$ cat config.mk
export PLATFORM = sky130hd
export DESIGN_NAME = if_id_fetch_stage
export DESIGN_NICKNAME = d
export VERILOG_FILES = /design/src/rtl/if_id_fetch_stage.sv
export SDC_FILE = /design/constraint.sdc
export NUM_CORES = 1
export LEC_CHECK = 0
export CAP_MARGIN = 20
export CORE_MARGIN = 5
export CORE_UTILIZATION = 40
export DETAILED_ROUTE_END_ITERATION = 16
export GPL_TIMING_DRIVEN = 0
export PLACE_DENSITY = 0.68
export SYNTH_ARGS = -nofsm -noshare
export SYNTH_HDL_FRONTEND = slang
export SYNTH_SLANG_ARGS = --single-unit
$ cat constraint.sdc
create_clock -name Clk -period 3.4 [get_ports Clk]
set_clock_uncertainty 0.05 [all_clocks]
set_input_delay 0.34 -clock Clk [delete_from_list [all_inputs] [get_ports Clk]]
set_output_delay 0.34 -clock Clk [all_outputs]
set_load 0.05 [all_outputs]
$ cat src/rtl/if_id_fetch_stage.sv
// ----------------------------------------------------------------------------
// Module : if_id_fetch_stage
// Purpose: Instruction-fetch stage and IF/ID pipeline register for the
//          5-stage MIPS pipeline. Holds the PC and drives the instruction
//          memory address. Picks either PC+4 or the branch target as the next
//          PC. Captures the fetched instruction and its PC+4 for decode.
//          PCWrite and IFIDWrite come from the hazard detection unit.
//
// Parameters:
//   RESET_PC   PC value loaded on reset
//   NOP_INSTR  encoding placed in IF/ID on reset/flush (sll $0,$0,0)
//   CNT_W      width of the stall counter (only with STALL_PERF_CNT_EN)
//
// Ports:
//   Clk           in   rising-edge clock
//   Rst_n         in   asynchronous active-low reset
//   PCWrite       in   1 = PC may update, 0 = hold PC (hazard stall)
//   IFIDWrite     in   1 = IF/ID may load, 0 = hold IF/ID (hazard stall)
//   Flush         in   1 = squash IF/ID on next edge (beats IFIDWrite)
//   PCSrc         in   1 = next PC is BranchTarget, 0 = PC+4
//   BranchTarget  in   redirect address from ID (low two bits ignored)
//   InstrIn       in   instruction memory data for address PCOut
//   PCOut         out  current PC / instruction memory address
//   IFIDInstr     out  registered instruction to ID
//   IFIDPCPlus4   out  registered PC+4 of IFIDInstr
//   IFIDValid     out  1 = real instruction, 0 = bubble
//   StallCount    out  stall-cycle counter, saturating (STALL_PERF_CNT_EN)
//   StallClr      in   synchronous clear of StallCount (STALL_PERF_CNT_EN)
//
// Configuration macro: STALL_PERF_CNT_EN adds the StallCount/StallClr
// performance counter. The default build leaves this macro undefined and has
// no counter.
// ----------------------------------------------------------------------------
module if_id_fetch_stage #(
  parameter logic [31:0] RESET_PC  = 32'h0000_0000,
  parameter logic [31:0] NOP_INSTR = 32'h0000_0000,
  parameter int          CNT_W     = 16
) (
  input  logic             Clk,
  input  logic             Rst_n,
  input  logic             PCWrite,
  input  logic             IFIDWrite,
  input  logic             Flush,
  input  logic             PCSrc,
  input  logic [31:0]      BranchTarget,
  input  logic [31:0]      InstrIn,
  output logic [31:0]      PCOut,
  output logic [31:0]      IFIDInstr,
  output logic [31:0]      IFIDPCPlus4,
`ifdef STALL_PERF_CNT_EN
  output logic             IFIDValid,
  output logic [CNT_W-1:0] StallCount,
  input  logic             StallClr
`else
  output logic             IFIDValid
`endif
);

  logic [31:0] pcReg;
  logic [31:0] pcPlus4;
  logic [31:0] pcTarget;

  // Sequential address wraps at 2^32 because the carry out is dropped.
  // The redirect target is forced to word alignment by masking its low bits.
  assign pcPlus4  = pcReg + 32'd4;
  assign pcTarget = BranchTarget & ~32'd3;
  assign PCOut    = pcReg;

  // Program counter update. A stall holds the PC and ignores PCSrc, because
  // the hazard unit never resolves a branch during a stall.
  always_ff @(posedge Clk or negedge Rst_n) begin
    if (!Rst_n) begin
      pcReg <= RESET_PC;
    end else if (PCWrite) begin
      pcReg <= PCSrc ? pcTarget : pcPlus4;
    end
  end

  // IF/ID slot. Flush beats IFIDWrite, so a stall and a flush in the same
  // cycle still squash the slot to a bubble. With neither set, every field
  // holds, including IFIDValid.
  always_ff @(posedge Clk or negedge Rst_n) begin
    if (!Rst_n) begin
      IFIDInstr   <= NOP_INSTR;
      IFIDPCPlus4 <= 32'd0;
      IFIDValid   <= 1'b0;
    end else if (Flush) begin
      IFIDInstr   <= NOP_INSTR;
      IFIDPCPlus4 <= 32'd0;
      IFIDValid   <= 1'b0;
    end else if (IFIDWrite) begin
      IFIDInstr   <= InstrIn;
      IFIDPCPlus4 <= pcPlus4;
      IFIDValid   <= 1'b1;
    end
  end

`ifdef STALL_PERF_CNT_EN
  logic stallCycle;

  assign stallCycle = !PCWrite && !IFIDWrite;

  // Stall counter. It counts full-pipeline-front stalls and stops at
  // all-ones instead of wrapping. StallClr wins over an increment.
  always_ff @(posedge Clk or negedge Rst_n) begin
    if (!Rst_n) begin
      StallCount <= '0;
    end else if (StallClr) begin
      StallCount <= '0;
    end else if (stallCycle && (StallCount != {CNT_W{1'b1}})) begin
      StallCount <= StallCount + 1'b1;
    end
  end
`endif

endmodule

==> impl_metrics.toml <==
[logic_synthesis]
synth_common_cells = "94 x dfrtp_1, 87 x nor2_1, 36 x mux2i_1, 35 x clkbuf_1, 26 x nand3_1"
yosys-top-cells-area = "dfrtp_1 47%, mux2i_1 7.2%, nor2_1 6.5%"
synth_cell_type_count = 55
synth.most_common_cell = "dfrtp_1"
ys_ff_latch = 94
yosysTopAreaCellShare_pct = 46.9
syn_area_per_cell_um2 = 9.48
synth_seq_area_share_pct = 46.9
synth_edf_count = 0
synthCells = 529
synth_flop_cell = "dfrtp_1"
syn_area_mm2 = 0.00502
yosysTopAreaCell = "dfrtp_1"
synthArstFlopShare_pct = 100
yosys_warnings = 0

[sta]
hold_ws_ns = 0.381
period_minus_slack_ns = 2.84
maxSlewHeadroom_pct = 37.6
setup_viol = 0
rsz0062_at_grt = "no"
worst_slew_pin_slew_ns = 0.929
post-route-period-util_pct = 83.5
tns_ns = 0
clock.fmax_mhz = 352
hold_viol = 0
maxSlewViolCount = 0

[pwr]
p_sw_w = 0.00128
p_leak_nw = 2.87
ir_drop_mv = 0.248
p_comb_share_pct = 32.9
swShare_pct = 36.9
p_seq_share_pct = 38.9
p_int_w = 0.00219
power.total_w = 0.00347
power.density_mw_per_mm2 = 485
pwr-share-clk_pct = 28.2

[clock_tree]
ctsHtreeMaxLevel = 3
insertion_delay_ns = 0.34
post_cts_resized = 0
clock_sinks = 94
tritoncts = "done"
numCtsBuffers = 9
clkTransAtPathRegs_ns = 0.07
cts_max_path_buffers = 2
root_buffer = "clkbuf_16"

[global_route]
gr-usage-met1_pct = 31.2
top_usage_layer = "met2"
grt_use_met3_pct = 5.34
overflow = 0
antenna_found_initial = 0
grt_max_degree = 71
grt_pass1_wl_um = 26200
grt_pass1_vias = 4861
use_met2_pct = 34.5
grt_use_total_pct = 22.4

[placement]
port_buffers = 160
dp_hpwl_um = 12200
place_inst = 863
gp_congestion = 0.877

[route]
wl_um = 16600
ant_nets = 0
vias = 4947
drtPass1Iterations = 5
via_per_inst = 5.62
drc = 0
initialDrtViolationCount = 398
wl_per_cell_um = 18.9

[floorplanning]
core_mm2 = 0.0125
fp.dieArea_mm2 = 0.0149
row_count = 41
die_w_um = 122
start_util_pct = 40.2
boundaryPins = 167
fp.dieH_um = 122

[layout]
finalNonFillerCells = 880
seqCellArea_mm2 = 0.00235
drive_above_1_share_pct = 4.94
fin_nets = 774
n_antenna_cell = 0
n_fill_cell = 1133
multiInputGateArea_mm2 = 0.00242
syn_to_final_growth_pct = 42.7

[critical_path]
endpoint_kind = "flop"
critPathKind = "reg2reg"
start_kind = "flop"
cp_max_fo = 10
worstPathRequired_ns = 3.54
arrival_ns = 2.98

[worst_hold_path]
min_path_type = "in2reg"

[job]
maxCapViolCount = 0

[status]
status = "finished, final reports clean"
## power by group through the flow
stage	registers [W]	clock network, W	logic [W]
after global placement	0.00136	0	0.00113
after global routing	0.00137	0.00105	0.00121
after detailed placement	0.00137	0	0.00114
after CTS	0.00135	0.000997	0.00115
final	0.00135	0.000979	0.00114
after floorplan	0.00172	0	0.000332
## per-stage QoR
step	area (um^2)	utilization, %	setup WS (ns)
floorplan	5020	-	0.787
finish	7160	57.4	0.560
global route	7160	57.4	0.360
CTS	7160	57.4	0.610
global placement	6840	54.8	-1.66
detailed placement	6860	55.0	0.621
## registers in the layout (all words and copies together), names as in the netlist
register and cells:
IFIDValid 1, IFIDPCPlus4 31, PCOut 30, IFIDInstr 32
## final cells by class
class	instances	share of cell area, %
clock inverters	3	0.245
clock buffers	13	3.77
inverters	10	0.524
flip-flops and latches	94	32.9
well taps	172	3.01
repair buffers	162	22.9
plain buffers	49	2.94
multi-input cells	377	33.8
## cell usage in the layout, fill, tap and decap left out, drive strengths merged, types with 3 or more instances in the layout
master         instances
a211oi                14
a21oi                 12
a22o                  10
a311oi                14
a31oi                  4
and4                   5
buf                   15
clkbuf                49
clkdlybuf4s50        159
clkinv                 3
dfrtp                 94
inv                    9
mux2i                 36
nand2                 22
nand3                 26
nand4                 17
nor2                  87
nor2b                 10
nor3                   7
nor4                   7
o211ai                 3
o21ai                 15
o311ai                12
o31ai                 14
or3                    9
or4                   10
or4b                   3
xnor2                  9
xor2                   4
## per-layer routing
metal  up-vias  share of wire, %
met5         -                 0
met4         0               2.3
met3        31               8.0
met2       223                46
met1      2394                44
li1       2299                 -
## critical path: stages, from the launching register on
cell	delay, ns
dfrtp_1	0.46
ha_1	0.32
nand2_1	0.21
or3_1	0.55
clkbuf_1	0.27
clkbuf_1	0.29
o311ai_0	0.37
o311ai_0	0.18
## logic make-up (layout without fill, tap and decap cells)
family                   count (synthesis)  count (layout)  share of synthesized area [%]
AND/OR/NAND/NOR                        211             211                           21.5
AO/OA/AOI/OAI                          114             114                           16.9
flip-flops                              94              94                           46.9
buffers and inverters                   59             237                           4.94
multiplexers                            36              36                           7.18
XOR/XNOR                                13              13                           2.27
adder cells (fa/ha/maj)                  1               1                          0.249
other                                    1               2                         0.0748
## path summary, 6_finish.rpt
check / end / slack, ns / startpoint / cells after the start
setup / recovery: PCOut[20]$_DFFE_PN0P_ / 0.56 / PCOut[2]$_DFFE_PN0P_ / 7
hold / removal: IFIDPCPlus4[31]$_DFFE_PN0P_ / 0.38 / Flush / 2
setup reg to reg: PCOut[20]$_DFFE_PN0P_ / 0.56 / PCOut[2]$_DFFE_PN0P_ / 7
hold reg to reg: IFIDValid$_DFFE_PN0P_ / 0.45 / IFIDValid$_DFFE_PN0P_ / 2
max in group asynchronous: IFIDInstr[5]$_DFFE_PN0P_ / 2.23 / Rst_n / 3
min in group asynchronous: IFIDInstr[13]$_DFFE_PN0P_ / 0.40 / Rst_n / 2
## timing repair
action,in CTS,in global routing
hold endpoints to repair,24,0
buffers inserted,0,0
hold buffers,1,0
Power figures use the tool's default switching activity.
